<file path="src/rtl/player_ctrl.sv">
`default_nettype none
// ============================================================================
// Module   : player_ctrl
// Purpose  : Player-ship controller: position, lives, level, game flow and
//            rate-limited firing. Define PLAYER_INVULN_EN for post-resume
//            invulnerability frames.
// Revision : 1.0 - initial release
// ============================================================================
module player_ctrl #(
    parameter int SCREEN_W_P    = 640,
    parameter int SHIP_W_P      = 36,
    parameter int BORDER_P      = 8,
    parameter int STEP_P        = 2,
    parameter int START_X_P     = 250,
    parameter int START_LIVES_P = 2,
    parameter int MAX_LIVES_P   = 3,
    parameter int LEVELS_P      = 8,
    parameter int BONUS_EVERY_P = 2,
    parameter int COOLDOWN_P    = 16,
    parameter int INVULN_P      = 60,
    parameter int X_W_P         = 10,
    parameter int LIV_W_P       = $clog2(MAX_LIVES_P + 1),
    parameter int LVL_W_P       = $clog2(LEVELS_P + 1)
) (
    input  logic               clk_i,
    input  logic               reset_n_i,
    input  logic               frame_i,
    input  logic               move_left_i,
    input  logic               move_right_i,
    input  logic               shoot_i,
    input  logic               hit_i,
    input  logic               level_clear_i,
    output logic               alive_o,
    output logic               paused_o,
    output logic [X_W_P-1:0]   pos_left_o,
    output logic [X_W_P-1:0]   pos_right_o,
    output logic [LIV_W_P-1:0] lives_o,
    output logic [LVL_W_P-1:0] level_o,
    output logic               shot_o,
    output logic               level_beat_o,
    output logic               game_won_o,
    output logic [5:0]         state_o
);

    localparam logic [5:0] ST_STOP  = 6'b000001;
    localparam logic [5:0] ST_LEFT  = 6'b000010;
    localparam logic [5:0] ST_RIGHT = 6'b000100;
    localparam logic [5:0] ST_HIT   = 6'b001000;
    localparam logic [5:0] ST_DEAD  = 6'b010000;
    localparam logic [5:0] ST_WON   = 6'b100000;

    localparam int CD_W  = $clog2(COOLDOWN_P + 1);
    localparam int INV_W = $clog2(INVULN_P + 1);

    localparam logic [X_W_P-1:0]   MIN_X       = X_W_P'(BORDER_P);
    localparam logic [X_W_P-1:0]   MAX_X       = X_W_P'(SCREEN_W_P - BORDER_P - SHIP_W_P);
    localparam logic [X_W_P-1:0]   STEP_X      = X_W_P'(STEP_P);
    localparam logic [X_W_P-1:0]   START_X     = X_W_P'(START_X_P);
    localparam logic [X_W_P-1:0]   SHIP_SPAN   = X_W_P'(SHIP_W_P - 1);
    localparam logic [LIV_W_P-1:0] START_LIVES = LIV_W_P'(START_LIVES_P);
    localparam logic [LIV_W_P-1:0] MAX_LIVES   = LIV_W_P'(MAX_LIVES_P);
    localparam logic [LVL_W_P-1:0] LAST_LEVEL  = LVL_W_P'(LEVELS_P);
    localparam logic [LVL_W_P-1:0] FIRST_LEVEL = LVL_W_P'(1);
    localparam logic [CD_W-1:0]    CD_LOAD     = CD_W'(COOLDOWN_P);

    logic [5:0]         state, state_nx;
    logic [X_W_P-1:0]   pos_left, pos_nx;
    logic [LIV_W_P-1:0] lives, lives_nx;
    logic [LVL_W_P-1:0] level, level_nx;
    logic [CD_W-1:0]    cooldown, cool_nx;
    logic               shoot_q, shot, shot_nx, level_beat, beat_nx;
    logic               shot_edge, active, hit_taken, bonus, resume, restart;

    assign shot_edge = shoot_i & ~shoot_q;
    assign active    = (state == ST_STOP) || (state == ST_LEFT) || (state == ST_RIGHT);
    assign bonus     = ((32'(level) + 32'd1) % BONUS_EVERY_P) == 0;

`ifdef PLAYER_INVULN_EN
    logic [INV_W-1:0] invuln;

    always_ff @(posedge clk_i) begin
        if (!reset_n_i) begin
            invuln <= '0;
        end else if (restart) begin
            invuln <= '0;
        end else if (resume) begin
            invuln <= INV_W'(INVULN_P);
        end else if (frame_i && invuln != '0) begin
            invuln <= invuln - INV_W'(1);
        end
    end
`else
    logic [INV_W-1:0] invuln;
    assign invuln = '0;
`endif

    assign hit_taken = hit_i && (invuln == '0);

    always_comb begin
        state_nx = state;
        pos_nx   = pos_left;
        lives_nx = lives;
        level_nx = level;
        cool_nx  = cooldown;
        shot_nx  = 1'b0;
        beat_nx  = 1'b0;
        resume   = 1'b0;
        restart  = 1'b0;

        // HIT freezes the cooldown along with everything else
        if (frame_i && cooldown != '0 && state != ST_HIT) begin
            cool_nx = cooldown - CD_W'(1);
        end
        if (frame_i && state == ST_LEFT) begin
            pos_nx = (pos_left >= MIN_X + STEP_X) ? pos_left - STEP_X : MIN_X;
        end
        if (frame_i && state == ST_RIGHT) begin
            pos_nx = (pos_left <= MAX_X - STEP_X) ? pos_left + STEP_X : MAX_X;
        end

        if (active) begin
            if (hit_taken) begin
                if (lives != '0) begin
                    state_nx = ST_HIT;
                    lives_nx = lives - LIV_W_P'(1);
                end else begin
                    state_nx = ST_DEAD;
                end
            end else begin
                if (level_clear_i) begin
                    beat_nx = 1'b1;
                    if (level == LAST_LEVEL) begin
                        state_nx = ST_WON;
                    end else begin
                        level_nx = level + LVL_W_P'(1);
                        if (bonus && lives < MAX_LIVES) begin
                            lives_nx = lives + LIV_W_P'(1);
                        end
                    end
                end else if (move_left_i ^ move_right_i) begin
                    state_nx = move_left_i ? ST_LEFT : ST_RIGHT;
                end else begin
                    state_nx = ST_STOP;
                end
                if (shot_edge && cooldown == '0) begin
                    shot_nx = 1'b1;
                    cool_nx = CD_LOAD;
                end
            end
        end else if (state == ST_HIT) begin
            if (shot_edge) begin
                state_nx = ST_STOP;
                resume   = 1'b1;
            end
        end else if (shot_edge) begin
            restart  = 1'b1;
            state_nx = ST_STOP;
            pos_nx   = START_X;
            lives_nx = START_LIVES;
            level_nx = FIRST_LEVEL;
            cool_nx  = '0;
        end
    end

    always_ff @(posedge clk_i) begin
        if (!reset_n_i) begin
            state      <= ST_STOP;
            pos_left   <= START_X;
            lives      <= START_LIVES;
            level      <= FIRST_LEVEL;
            cooldown   <= '0;
            shoot_q    <= 1'b0;
            shot       <= 1'b0;
            level_beat <= 1'b0;
        end else begin
            state      <= state_nx;
            pos_left   <= pos_nx;
            lives      <= lives_nx;
            level      <= level_nx;
            cooldown   <= cool_nx;
            shoot_q    <= shoot_i;
            shot       <= shot_nx;
            level_beat <= beat_nx;
        end
    end

    assign state_o      = state;
    assign pos_left_o   = pos_left;
    assign pos_right_o  = pos_left + SHIP_SPAN;
    assign lives_o      = lives;
    assign level_o      = level;
    assign shot_o       = shot;
    assign level_beat_o = level_beat;
    assign alive_o      = (state != ST_DEAD);
    assign paused_o     = (state == ST_HIT) || (state == ST_DEAD) || (state == ST_WON);
    assign game_won_o   = (state == ST_WON);

endmodule
`default_nettype wire

</file>
<file path="config.mk">
export PLATFORM = sky130hd
export DESIGN_NAME = player_ctrl
export DESIGN_NICKNAME = d
export VERILOG_FILES = /design/src/rtl/player_ctrl.sv
export SDC_FILE = /design/constraint.sdc
export NUM_CORES = 1
export LEC_CHECK = 0
export CORE_UTILIZATION = 40
export DETAILED_ROUTE_END_ITERATION = 6
export GPL_TIMING_DRIVEN = 0
export PLACE_DENSITY = 0.68
export SKIP_LAST_GASP = 1
export SYNTH_ARGS = -nofsm -noshare
export SYNTH_HDL_FRONTEND = slang
export SYNTH_SLANG_ARGS = --single-unit
</file>
<file path="constraint.sdc">
create_clock -name clk_i -period 2.2 [get_ports clk_i]
set_input_delay 0.33 -clock clk_i [delete_from_list [all_inputs] [get_ports clk_i]]
set_output_delay 0.33 -clock clk_i [all_outputs]
set_load 0.05 [all_outputs]
</file>
## Yosys cells after proc, flatten, opt, wreduce, memory -nomap -nowiden

Cells that the tools add are included.

| word-level totals | value |
|---|---|
| output and inout bits | 37 |
| register bits after elaboration | 30 |
| bits of input ports | 8 |

| cells by class | value |
|---|---|
| reductions and logical operators | 19 |
| $add $sub $neg | 8 |
| magnitude comparators | 3 |
| equal/unequal tests | 18 |
| bitwise gates (word level) | 5 |
| mux-type cells | 37 |

Operators with widths:

| cell | count |
|---|---|
| 2-to-1 mux 10 bit | 7 |
| 2-to-1 mux 5 bit | 7 |
| zero test 32 bit | 1 |
| 2-to-1 mux 6 bit | 5 |
| 2-to-1 mux 4 bit | 6 |
| 2-to-1 mux 2 bit | 8 |
| adder 10 x 2 -> 10 bit (second input constant) | 1 |
| adder 10 x 6 -> 10 bit (second input constant) | 1 |
| greater-or-equal comparator 10 x 4 -> 1 bit (second input constant) | 1 |
| less-or-equal comparator 10 bit (second input constant) | 1 |
| subtractor 10 x 2 -> 10 bit (second input constant) | 1 |
| inequality test 2 bit (second input constant) | 4 |
| == test 6 x 1 -> 1 bit (second input constant) | 1 |
| == test 6 x 2 -> 1 bit (second input constant) | 1 |
| == test 6 x 3 -> 1 bit (second input constant) | 1 |
| == test 6 x 4 -> 1 bit (second input constant) | 1 |
| == test 6 x 5 -> 1 bit (second input constant) | 1 |
| == test 6 bit (second input constant) | 1 |
| logical AND 1 bit | 6 |
| 2-to-1 mux 3 bit | 2 |
| inequality test 3 x 2 -> 1 bit (second input constant) | 2 |
| inequality test 3 bit (second input constant) | 2 |
| inequality test 6 x 4 -> 1 bit (second input constant) | 1 |
| inequality test 6 x 5 -> 1 bit (second input constant) | 1 |
| other kinds (20) | 27 |

## Depth between registers and ports, before layout

| depth | value |
|---|---|
| word-level depth | 8 |
| depth in mapped cells | 8 |
| gate-level depth less buffers | 7 |

## Worst setup path after synthesis

No wires, ideal clock.

| timing path | value |
|---|---|
| kind | register -> output |
| start point | register pos_left[0] (netlist: pos_left_o[0]) |
| end point | output pos_right_o[8] |
| arrival | 2557 ps |
| path buffers | 0 |
| data required time | 1870 ps |
| setup slack | -687 ps |
| stages on the path, launching flop included | 7 |
| path through | dfxtp_1 > inv_1 > ha_1 > nor2_1 > a21oi_1 > nor2_1 > xor2_1 |

| on the way | value |
|---|---|
| cells in the longest elaborated chain, start to end | 1 |

RTL lines:

| what | line | RTL |
|---|---|---|
| start: declaration | 67 | `logic [X_W_P-1:0] pos_left, pos_nx;` |
| start signal: assignment | 177 | `pos_left <= pos_nx;` |
| adder 10 x 6 -> 10 bit | 189 | `assign pos_right_o = pos_left + SHIP_SPAN;` |
| end: declaration | 36 | `output logic [X_W_P-1:0] pos_right_o,` |

No other way between the ends.

## Worst setup path after layout

| timing path | value |
|---|---|
| start point | register pos_left[1] (netlist: pos_left_o[1]) |
| end point | output pos_right_o[9] |

The elaborated chain is that of the path after synthesis.

==> summary.md <==
## Routing
- First-pass DRT Iterations: 5
- total wire length: 5723 um
- DRC violation count after routing: 0
- ANT nets after route: 0
- detailed-route wire length per cell: 14.27 um
- 1st-iter DRT viols: 153
- ratio of routed vias to standard cells: 5.481
- total via count in the routed design: 2198

## Synthesis
- Post-synth EDFFs: 0
- largest cells by area after synthesis: sky130_fd_sc_hd__dfxtp_1, sky130_fd_sc_hd__ha_1, sky130_fd_sc_hd__nor2_1
- average footprint of a synthesized cell: 7.903 um^2
- most frequently used cell type in the post-synthesis netlist: sky130_fd_sc_hd__dfxtp_1
- top-area cell type share of the netlist area: 27.94%
- post-synth top area cell: sky130_fd_sc_hd__dfxtp_1
- Ys Warns: 0
- cell area after synthesis: 2150 um^2
- total of flip-flops plus latches after synthesis: 30
- Post-synth top flop: sky130_fd_sc_hd__dfxtp_1
- most instantiated cells after synthesis: sky130_fd_sc_hd__dfxtp_1, sky130_fd_sc_hd__nor2_1, sky130_fd_sc_hd__nand2_1
- cell count after synthesis: 272
- Distinct cells, synth: 56
- share of synthesized area occupied by flip-flops and latches: 27.94%
- syn_nets: 292
- proportion of synthesized flip-flops having asynchronous set or reset: 0%

## Layout
- final std cell area, no fill: 2972 um^2
- relative area change from synthesis to final layout: 38.24%
- ANT cells: 0
- Final #Nets: 350
- proportion of layout cells with a drive suffix above 1: 22.05%

## Min path
- Min-Delay Path Class: flop to flop

## Setup path
- required time of the worst setup path: 1.87 ns
- critical path class: flop to output pin
- type of element launching the critical path: flop
- signal arrival time at the worst endpoint: 1.87 ns
- maximum fanout encountered on the critical timing path: 8
- nature of the critical path endpoint: output pin

## Pwr
- switching share of total power: 42.73%
- power density over cell area: 761.4 nW/um^2
- clock network fraction of total power: 20.4%
- cell leakage power: 1.223 nW
- portion of total power attributed to sequential cells: 32.7%
- proportion of power drawn by combinational gates: 46.9%
- Switch Pwr: 966.8 uW
- worst voltage drop across the vdd grid: 0.0008390 V
- cell internal power dissipation: 1.296 mW

## Floorplan
- die height: 75.31 um
- Horiz. Die Dim: 75.31 um
- area of the core: 5140 um^2
- standard-cell row count: 26
- overall die area: 5671 um^2
- number of top-level design ports: 45
- initial standard-cell utilization of the core: 41.82%

## CTS
- CTS buffer count: 5
- maximum level of the CTS H-tree: 2
- clock transition at the registers of the reported paths: 0.06 ns
- clk_lat worst skew: 0.29 ns
- maximum buffer depth of the clock tree: 2
- clock tree sinks: 30
- root cell of the clock tree: sky130_fd_sc_hd__clkbuf_8
- CTS tree: yes

## Timing
- highest attainable clock frequency: 454.6 MHz
- measured slew at the worst slew-check pin: 0.6947 ns
- Fin Setup TNS: 0 ns
- unrepaired setup endpoints after global routing: true
- Max transition margin: 53.41%
- number of setup violations in the final report: 0
- Worst Setup Slack, final: 0.0003260 ns
- worst hold slack: 0.5345 ns
- endpoints failing hold: 0
- Tcrit/Tclk final: 99.99%
- setup clock skew after layout: 0.009040 ns
- Final Max Slew Viols: 0
- min Tclk post-route: 2.200 ns

## Flow run
- number of max-cap violations: 0

## GRT
- vias in the first global route: 1900
- maximum number of pins on one net before global-route repair: 13
- overall overflow remaining after global route: 0
- initial antenna violation count: 0
- first-pass GRT wire length: 9045 um
- total routing resource utilization after global routing: 20.86%

## Placed design
- placed wire-length estimate: 4103 um
- GPL Wtd Cong: 0.8911
- worst slack at placement: -0.6818 ns
- post-detailed-placement cell area: 2771 um^2
- Port Buf Inserts: 44

## Outcome
- status: complete, no violations

state kept, by name, indices dropped and copies added, names as in the netlist:
signal and cells:
shoot_q 1, level_beat_o 1, pos_left_o 10, shot_o 1, cooldown 5, level_o 4
lives_o 2, state_o 6
cells by family (layout without fill, tap and decap cells):
kind of cell	count (synthesis)	in the layout	synth area share, %
multiplexers	1	1	0.4657
buffers and inverters	34	93	6.810
AND/OR/NAND/NOR	108	108	28.11
flip-flops	30	30	27.94
adder cells (fa/ha/maj)	12	12	6.985
XOR/XNOR	19	19	7.742
AO/OA/AOI/OAI	68	68	21.94
stage by stage:
| stage | total power, mW | utilization, % | instances |
|---|---|---|---|
| after floorplan | 1.518 | - | 272 |
| after global placement | 1.771 | 53.92 | 386 |
| after detailed placement | 1.785 | 53.92 | 386 |
| after CTS | 2.262 | 56.09 | 393 |
| after global routing | 2.413 | 57.81 | 401 |
| final | 2.263 | 57.81 | 401 |
layer usage:
| layer | GRT usage [%] | routed length (um) |
|---|---|---|
| met1 | 30.37 | 2714 |
| met2 | 30.85 | 2607 |
| met3 | 3.704 | 335 |
| met4 | 7.407 | 64 |
| met5 | 0 | 0 |
final timing paths:
check / start / endpoint / slack, ns / cells after the start
min reg2reg: cooldown[1] / cooldown[1] / 0.53 / 2
max: pos_left_o[1] / pos_right_o[9] / 0.0003 / 7
min: cooldown[1] / cooldown[1] / 0.53 / 2
max reg2reg: pos_left_o[1] / pos_left_o[4] / 0.06 / 8
layout by cell type, fill, tap and decap left out, drive strengths merged, types with 3 or more instances in the layout:
cell type / n
ha: 12
nand4: 3
inv: 14
a31o: 3
and3: 4
dlygate4sd2: 3
nor3: 13
clkdlybuf4s15: 3
nor3b: 5
o211a: 5
nand3: 7
a211oi: 3
or4: 4
xor2: 8
nor2: 27
dfxtp: 30
nor4: 4
a21oi: 15
a21boi: 3
clkbuf: 18
o31ai: 3
xnor2: 11
nand2: 21
o21a: 3
nor2b: 5
buf: 21
a31oi: 3
nor4b: 3
o21ai: 14
or3b: 3
clkdlybuf4s50: 32
power by group through the flow:
stage          clock (mW)  combinational (mW)  sequential, mW
2_1_floorplan           0               0.629           0.888
3_3_place_gp            0                1.02           0.748
3_5_place_dp            0                1.03           0.751
4_1_cts             0.477                1.05           0.739
5_1_grt             0.496                1.16           0.757
6_report            0.461                1.06           0.740
what timing repair did:
action	CTS	global route
hold buffers	0	0
hold endpoints to repair	0	0
setup buffers	1	8
pin swaps	1	1
setup endpoints to repair	18	13
resized for setup	47	15
critical path: stages (launching register included):
cell and delay, ns:
sky130_fd_sc_hd__dfxtp_4 0.38, sky130_fd_sc_hd__inv_1 0.09, sky130_fd_sc_hd__ha_1 0.22, sky130_fd_sc_hd__a21oi_2 0.21
sky130_fd_sc_hd__nor2_2 0.12, sky130_fd_sc_hd__o2111ai_4 0.25, sky130_fd_sc_hd__xnor2_4 0.14, sky130_fd_sc_hd__buf_6 0.17
area by class of cell:
cell class / count / area, um^2
plain buffers: 17 / 93.84
multi-input cells: 208 / 1534
fillers: 505 / 2168
well taps: 70 / 87.58
clock inverters: 1 / 5.005
flip-flops and latches: 30 / 611.8
inverters: 15 / 60.06
repair buffers: 53 / 493.0
clock buffers: 7 / 86.33
(Power assumes the default switching activity.)
